`src/rtl/seq_alu_core.sv`:
```
// Sequential unsigned ALU: single-cycle ADD/SUB, iterative shift-add MUL and
// restoring DIV behind a start/busy/done handshake with registered result and flags.
module seq_alu_core #(
    parameter  int WIDTH = 8,
    localparam int CNT_W = $clog2(WIDTH + 1)
) (
    input  logic                 CLK,
    input  logic                 rst,
    input  logic                 start,
    input  logic [1:0]           op,
    input  logic [WIDTH-1:0]     a,
    input  logic [WIDTH-1:0]     b,
    output logic [2*WIDTH-1:0]   result,
    output logic                 busy,
    output logic                 done,
    output logic                 cout,
    output logic                 zero,
    output logic                 div_zero
);

    localparam logic [1:0] ST_IDLE = 2'd0;
    localparam logic [1:0] ST_EXEC = 2'd1;
    localparam logic [1:0] ST_FIN  = 2'd2;

    localparam logic [1:0] OP_ADD = 2'b00;
    localparam logic [1:0] OP_SUB = 2'b01;
    localparam logic [1:0] OP_MUL = 2'b10;
    localparam logic [1:0] OP_DIV = 2'b11;

    // One shift-add step: conditionally add the multiplicand into the upper half, then shift right.
    function automatic logic [2*WIDTH-1:0] mul_step(input logic [2*WIDTH-1:0] acc,
                                                     input logic [WIDTH-1:0]   mcand,
                                                     input logic               mbit);
        logic [WIDTH:0] hi;
        hi = {1'b0, acc[2*WIDTH-1:WIDTH]} + (mbit ? {1'b0, mcand} : {(WIDTH+1){1'b0}});
        return {hi, acc[WIDTH-1:1]};
    endfunction

    // One restoring step on {remainder, dividend/quotient}; the quotient bit enters at the LSB.
    function automatic logic [2*WIDTH-1:0] div_step(input logic [2*WIDTH-1:0] acc,
                                                     input logic [WIDTH-1:0]   divisor);
        logic [WIDTH:0] shifted;
        logic [WIDTH:0] diff;
        shifted = acc[2*WIDTH-1:WIDTH-1];
        diff    = shifted - {1'b0, divisor};
        if (!diff[WIDTH]) begin
            return {diff[WIDTH-1:0], acc[WIDTH-2:0], 1'b1};
        end else begin
            return {shifted[WIDTH-1:0], acc[WIDTH-2:0], 1'b0};
        end
    endfunction

    logic [1:0]         state_q, state_d;
    logic [1:0]         op_q, op_d;
    logic [WIDTH-1:0]   opa_q, opa_d;
    logic [WIDTH-1:0]   opb_q, opb_d;
    logic [2*WIDTH-1:0] acc_q, acc_d;
    logic [CNT_W-1:0]   cnt_q, cnt_d;
    logic [2*WIDTH-1:0] result_q, result_d;
    logic               busy_q, busy_d;
    logic               done_q, done_d;
    logic               cout_q, cout_d;
    logic               zero_q, zero_d;
    logic               div_zero_q, div_zero_d;

    logic               accept_s;
    logic [WIDTH:0]     sum_s;
    logic [WIDTH-1:0]   diff_s;
    logic [2*WIDTH-1:0] step_s;

    // Next-state, datapath and output-register computation.
    always_comb begin
        state_d    = state_q;
        op_d       = op_q;
        opa_d      = opa_q;
        opb_d      = opb_q;
        acc_d      = acc_q;
        cnt_d      = cnt_q;
        result_d   = result_q;
        busy_d     = busy_q;
        done_d     = 1'b0;
        cout_d     = cout_q;
        zero_d     = zero_q;
        div_zero_d = div_zero_q;

        // FIN accepts like IDLE so back-to-back operations start in the done cycle.
        accept_s = start && ((state_q == ST_IDLE) || (state_q == ST_FIN));
        sum_s    = {1'b0, a} + {1'b0, b};
        diff_s   = a - b;
        if (op_q == OP_MUL) begin
            step_s = mul_step(acc_q, opb_q, opa_q[0]);
        end else begin
            step_s = div_step(acc_q, opb_q);
        end

        case (state_q)
            ST_IDLE, ST_FIN: begin
                if (accept_s) begin
                    op_d = op;
                    case (op)
                        OP_ADD: begin
                            result_d   = {{(WIDTH-1){1'b0}}, sum_s};
                            cout_d     = sum_s[WIDTH];
                            zero_d     = (sum_s == {(WIDTH+1){1'b0}});
                            div_zero_d = 1'b0;
                            done_d     = 1'b1;
                            state_d    = ST_FIN;
                        end
                        OP_SUB: begin
                            result_d   = {{WIDTH{1'b0}}, diff_s};
                            cout_d     = (a < b);
                            zero_d     = (diff_s == {WIDTH{1'b0}});
                            div_zero_d = 1'b0;
                            done_d     = 1'b1;
                            state_d    = ST_FIN;
                        end
                        OP_MUL: begin
                            opa_d   = a;
                            opb_d   = b;
                            acc_d   = {(2*WIDTH){1'b0}};
                            cnt_d   = CNT_W'(WIDTH - 1);
                            busy_d  = 1'b1;
                            state_d = ST_EXEC;
                        end
                        OP_DIV: begin
                            if (b == {WIDTH{1'b0}}) begin
                                result_d   = {a, {WIDTH{1'b1}}};
                                cout_d     = 1'b0;
                                zero_d     = 1'b0;
                                div_zero_d = 1'b1;
                                done_d     = 1'b1;
                                state_d    = ST_FIN;
                            end else begin
                                opa_d   = a;
                                opb_d   = b;
                                acc_d   = {{WIDTH{1'b0}}, a};
                                cnt_d   = CNT_W'(WIDTH - 1);
                                busy_d  = 1'b1;
                                state_d = ST_EXEC;
                            end
                        end
                        default: begin
                            state_d = ST_IDLE;
                        end
                    endcase
                end else begin
                    state_d = ST_IDLE;
                end
            end
            ST_EXEC: begin
                acc_d = step_s;
                opa_d = {1'b0, opa_q[WIDTH-1:1]};
                if (cnt_q == {CNT_W{1'b0}}) begin
                    result_d   = step_s;
                    cout_d     = 1'b0;
                    zero_d     = (step_s == {(2*WIDTH){1'b0}});
                    div_zero_d = 1'b0;
                    done_d     = 1'b1;
                    busy_d     = 1'b0;
                    state_d    = ST_FIN;
                end else begin
                    cnt_d = cnt_q - CNT_W'(1);
                end
            end
            default: begin
                busy_d  = 1'b0;
                state_d = ST_IDLE;
            end
        endcase
    end

    // State and output registers with asynchronous clear.
    always_ff @(posedge CLK or posedge rst) begin
        if (rst) begin
            state_q    <= ST_IDLE;
            op_q       <= 2'b00;
            opa_q      <= {WIDTH{1'b0}};
            opb_q      <= {WIDTH{1'b0}};
            acc_q      <= {(2*WIDTH){1'b0}};
            cnt_q      <= {CNT_W{1'b0}};
            result_q   <= {(2*WIDTH){1'b0}};
            busy_q     <= 1'b0;
            done_q     <= 1'b0;
            cout_q     <= 1'b0;
            zero_q     <= 1'b0;
            div_zero_q <= 1'b0;
        end else begin
            state_q    <= state_d;
            op_q       <= op_d;
            opa_q      <= opa_d;
            opb_q      <= opb_d;
            acc_q      <= acc_d;
            cnt_q      <= cnt_d;
            result_q   <= result_d;
            busy_q     <= busy_d;
            done_q     <= done_d;
            cout_q     <= cout_d;
            zero_q     <= zero_d;
            div_zero_q <= div_zero_d;
        end
    end

    assign result   = result_q;
    assign busy     = busy_q;
    assign done     = done_q;
    assign cout     = cout_q;
    assign zero     = zero_q;
    assign div_zero = div_zero_q;

endmodule

```
`config.mk`:
```
export PLATFORM = sky130hd
export DESIGN_NAME = seq_alu_core
export DESIGN_NICKNAME = d
export VERILOG_FILES = /design/src/rtl/seq_alu_core.sv
export SDC_FILE = /design/constraint.sdc
export NUM_CORES = 1
export LEC_CHECK = 0
export BUFFER_PORTS_ARGS = -buffer_cell sky130_fd_sc_hd__buf_4
export CAP_MARGIN = 20
export CORE_UTILIZATION = 54
export CTS_CLUSTER_DIAMETER = 100
export DETAILED_ROUTE_END_ITERATION = 16
export PLACE_DENSITY = 0.77
export SYNTH_ARGS = -nofsm -noshare
export SYNTH_HDL_FRONTEND = slang
export SYNTH_SLANG_ARGS = --single-unit
export TNS_END_PERCENT = 50
```
`constraint.sdc`:
```
create_clock -name CLK -period 2.4 [get_ports CLK]
set_input_delay 0.36 -clock CLK [delete_from_list [all_inputs] [get_ports CLK]]
set_output_delay 0.36 -clock CLK [all_outputs]
set_load 0.01 [all_outputs]
```
Word level (Yosys, flattened, before mapping) --
Cells that the tools add are included.
Storage, ports and cells: register bits 61, bits of input ports 21, output and inout bits 21, logic and storage cells 103
Operators by class: add/sub/neg operators 5, order comparisons 1, equal/unequal tests 15, mux-type cells 50, reduce and logical (&&, ||, !) cells 20
Operator list (count):
- $mux W16 | 7
- $pmux W16 S2 | 3
- $pmux W16 S3 | 1
- $pmux W8 S2 | 3
- $mux W8 | 4
- $add A8 B8 Y9 | 2
- $logic_not A16 Y1 | 1
- $logic_not A8 Y1 | 2
- $pmux W1 S2 | 8
- $pmux W4 S2 | 2
- $reduce_and A5 Y1 | 3
- $mux W1 | 12
- $mux W4 | 3
- $reduce_and A4 Y1 | 3
- $logic_not A9 Y1 | 1
- $sub A9 B8 Y9 | 1
- $eq A2 B2 Y1 const B | 4
- $lt A8 B8 Y1 | 1
- $ne A2 B2 Y1 const B | 4
- $sub A8 B8 Y8 | 1
- $mux W2 | 3
- $ne A3 B3 Y1 const B | 2
- $pmux W1 S3 | 2
- $pmux W2 S3 | 1
- other kinds (13) | 17

Longest topological paths before layout --
depth in word-level cells 6, gate-level depth with buffers 12, gate-level depth less buffers 12

Least setup slack after synthesis --
OpenSTA, ideal clock, no wires.
kind register to register, from reg acc_q[7], to reg result_q[14] (netlist: result[14]), library setup time 122 ps, arrival 2527 ps, data required time 2278 ps, path slack -248 ps, cell stages (with the launch flop) 13, buffers on the path 0, clock period less this slack 2648 ps, path through dfrtp_1 inv_1 ha_1 inv_1 fa_1 a21o_1 nand3_1 a21oi_2 nor3_4 mux2_1 mux2i_2 o2bb2a_2 o21ai_1
On the way: word-level cells in the longest chain between the ends 5
RTL lines:
- start, declared | RTL line 57 | logic [2*WIDTH-1:0] acc_q, acc_d;
- start signal, assigned | RTL line 179 | acc_q <= {(2*WIDTH){1'b0}};
- $sub A9 B8 Y9 | RTL line 45 | diff = shifted - {1'b0, divisor};
- $mux W16 | RTL line 46 | if (!diff[WIDTH]) begin
- $mux W16 | RTL line 90 | if (op_q == OP_MUL) begin
- $mux W16 | RTL line 153 | if (cnt_q == {CNT_W{1'b0}}) begin
- $pmux W16 S2 | RTL line 96 | case (state_q)
- end signal, assigned | RTL line 181 | result_q <= {(2*WIDTH){1'b0}};
- end signal, assigned | RTL line 194 | result_q <= result_d;
- end, declared | RTL line 59 | logic [2*WIDTH-1:0] result_q, result_d;
Every way passes these cells. The select of a mux whose other input is x is not followed. A chain may end at the register's enable or synchronous reset.

Worst setup path after layout --
from reg opb_q[0], to reg zero_q (netlist: zero)
On the way: word-level cells in the longest chain between the ends 6, elaborated cells on any way between the ends 8, those cells by class 2 x add/sub; 5 x mux; 1 x reduce/logical
RTL lines:
- start, declared | RTL line 56 | logic [WIDTH-1:0] opb_q, opb_d;
- start signal, assigned | RTL line 178 | opb_q <= {WIDTH{1'b0}};
- start signal, assigned | RTL line 191 | opb_q <= opb_d;
- $sub A9 B8 Y9 or $mux W8 (tied branches) | RTL line 45, 35
- $mux W16 or $add A8 B8 Y9 (tied branches) | RTL line 46, 35
- $mux W16 (*) | RTL line 90
- $logic_not A16 Y1 (*) | RTL line 156 | zero_d = (step_s == {(2*WIDTH){1'b0}});
- $mux W1 (*) | RTL line 153
- $pmux W1 S2 (*) | RTL line 96
- end signal, assigned | RTL line 198 | zero_q <= zero_d;
- end, declared | RTL line 63 | logic zero_q, zero_d;
Mark *: on every way between the ends. The rest lies on a longest branch, timed or not. The select of a mux whose other input is x is not followed.

==> impl_metrics.env <==
export IMPL_setup_viol=19
export IMPL_min_period_ps=2700
export IMPL_drc_errors=0
export IMPL_grt_usage_pct=34.0
export IMPL_clock_root_buffer="clkbuf_8"
export IMPL_synthArstFlopShare_pct=100
export IMPL_synth_flop_cell="dfrtp_1"
export IMPL_critPathLaunchType="register"
export IMPL_first_global_vias=4369
export IMPL_ys_top_cells_by_count="69 x nand2_1, 61 x dfrtp_1, 33 x a21oi_1, 33 x ha_1, 30 x inv_1"
export IMPL_grt_max_degree=31
export IMPL_vdd_drop_max_mv=0.677
export IMPL_netlist_area_sq_um=4420
export IMPL_slew_viol_final=0
export IMPL_synth_cells=510
export IMPL_vias=4525
export IMPL_num_antenna_cells=0
export IMPL_holdBufCountCts=0
export IMPL_cp_cell_sequence="and2_1 > ha_1 > fa_2 > a21o_1 > a21oi_2 > xnor2_1 > nor2_1 > a221o_2 > nand4bb_1 > o31ai_2"
export IMPL_ys_ff_latch=61
export IMPL_cts_buffer_depth=2
export IMPL_portBuffers=41
export IMPL_n_fill_cell=542
export IMPL_r2r_cells=10
export IMPL_max_slew_margin_rel_pct=28.0
export IMPL_synth_area_leader_cell="dfrtp_1"
export IMPL_required_ps=2670
export IMPL_place_ws_ps=-411
export IMPL_dpl_hpwl_mm=10.5
export IMPL_dieHeight_um=92.5
export IMPL_clk_pin_slew_ps=80
export IMPL_worst_slack_ps=-299
export IMPL_netlist_top_cells_area="dfrtp_1 35%, ha_1 9.3%, nand2_1 5.9%"
export IMPL_ys_seq_area_share_pct=34.5
export IMPL_antenna_found_initial=0
export IMPL_die_area_sq_um=8550
export IMPL_cts_tree="yes"
export IMPL_total_power_mw=9.17
export IMPL_antenna_left=0
export IMPL_wl_per_cell_um=19.0
export IMPL_endpoint_kind="register"
export IMPL_crit_type="register to register"
export IMPL_core_area_sq_um=7810
export IMPL_cpPeakStageDelay_ps=440
export IMPL_hp_class="input pin to asynchronous set/reset pin"
export IMPL_rsz0062_at_grt="true"
export IMPL_area_delta_synth_final_pct=34.6
export IMPL_ys_types=70
export IMPL_fin_util_pct=76.2
export IMPL_critPathSlowestCell="dfrtp_1"
export IMPL_initialDrtViolationCount=476
export IMPL_fin_nets=693
export IMPL_grt_pass1_wl_mm=22.1
export IMPL_fin_skew_ps=11.8
export IMPL_post_synth_top_count_cell="nand2_1"
export IMPL_fin_crit_sh_pct=112
export IMPL_viasPerCell=6.10
export IMPL_synth_edf_count=0
export IMPL_grt_ovfl_total=0
export IMPL_power_density_nw_per_um2=1540
export IMPL_numCtsBuffers=9
export IMPL_totalWireLength_mm=14.1
export IMPL_synth_top_area_share_pct=34.5
export IMPL_drv_cap=0
export IMPL_fp_dieW_um=92.5
export IMPL_p_leak_nw=2.85
export IMPL_fmax_mhz=370
export IMPL_drive_gt1_share_pct=33.3
export IMPL_start_util_pct=56.6
export IMPL_status="complete, but fails checks"
export IMPL_finalHoldViolCount=0
export IMPL_crit_fanout=3
export IMPL_violations="negative setup slack"
export IMPL_drt_first_pass_iters=6
export IMPL_yosysWarnings=0
export IMPL_syn_nets=568
export IMPL_core_rowCount=32
export IMPL_ios=42
export IMPL_gp_congestion=1.00
export IMPL_htreeDepth=3
export IMPL_postSynthAreaPerCell_sq_um=8.67
export IMPL_worst_skew_pair_late_latency_ps=360
export IMPL_worstPathArrival_ps=2960
export IMPL_worst_slew_pin_slew_ps=1080
export IMPL_cts_sinks=61
worst max-delay path, delay by kind of cell (launching register included):
family | cells | cell delay, ps
compound gates | 4 | 980
xor+xnor | 1 | 160
fa+ha+maj | 2 | 560
flops | 1 | 440
simple gates | 3 | 460
cells in the final DEF (no fill, tap or decap), types with 5 or more instances in the layout:
| master | instances |
|---|---|
| a211oi_1 | 9 |
| a21o_1 | 13 |
| a21oi_1 | 25 |
| a21oi_2 | 7 |
| a22oi_1 | 6 |
| a31oi_1 | 7 |
| and2_1 | 10 |
| and3_1 | 9 |
| buf_4 | 130 |
| clkbuf_8 | 9 |
| dfrtp_1 | 61 |
| ha_1 | 29 |
| inv_1 | 25 |
| inv_2 | 5 |
| nand2_1 | 66 |
| nand2b_1 | 10 |
| nand3_1 | 7 |
| nor2_1 | 28 |
| nor2b_1 | 6 |
| nor3_1 | 12 |
| o21a_1 | 11 |
| o21ai_0 | 21 |
| o21ai_1 | 7 |
| xnor2_1 | 7 |
| xor2_1 | 8 |
state kept, by name (all words and copies together), names as in the netlist, 2 cells and up:
name and flops:
acc_q 16, result 16, opb_q 8, opa_q 8, op_q 2, cnt_q 4
state_q 2
path summary, 6_finish.rpt:
path | start | endpoint | slack (ps)
setup / recovery | opb_q[0] | zero | -300
hold / removal | rst | busy | 90
min in group CLK | a[7] | opa_q[7] | 270
setup reg to reg | opb_q[0] | zero | -300
max in group asynchronous | rst | result[0] | 1580
hold reg to reg | result[7] | result[7] | 490
logic make-up after synthesis:
group / synth area share (%)
AOI/OAI and AO/OA: 24.1
xor gates and xnor gates: 3.17
muxes: 2.52
adders and majority gates: 11.2
and+or+nand+nor: 20.0
DFF: 34.5
buffers and inverters: 4.59
power breakdown:
group	total (mW)	internal, mW	switching (mW)
clock network	0.842	0.377	0.465
logic	6.49	3.18	3.31
registers	1.84	1.49	0.344
total	9.17	5.05	4.12
cell type report:
| class | count | area, sq um | share of cell area (%) |
|---|---|---|---|
| repair buffers | 135 | 1040 | 17.6 |
| multi-input cells | 398 | 2960 | 49.8 |
| flip-flops and latches | 61 | 1530 | 25.7 |
| clock inverters | 7 | 50.0 | 0.842 |
| clock buffers | 9 | 124 | 2.08 |
| inverters | 30 | 113 | 1.89 |
| well taps | 102 | 128 | 2.15 |
routing by layer:
metal | global-route usage [%] | vias up | part of all wire [%]
met5 | 0 | - | 0
li1 | - | 2077 | -
met3 | 8.78 | 40 | 8.6
met2 | 52.0 | 235 | 46
met4 | 13.7 | 0 | 2.9
met1 | 45.7 | 2173 | 42
through the flow:
step / cells / instance area, sq um / setup TNS (ps) / hold slack, ps
floorplan: 510 / 4470 / -346 / 447
global placement: 717 / 5450 / -3650 / 454
detailed placement: 717 / 5450 / -4740 / 467
CTS: 736 / 5710 / -3200 / 115
global route: 742 / 5950 / -4640 / 129
finish: 742 / 5950 / -2770 / 86.6
repair_timing:
action                     CTS  global route
pin swaps                   10            21
buffers inserted             3             6
setup endpoints to repair   19            21
gates resized for setup     20            36
Power figures use the tool's default switching activity.
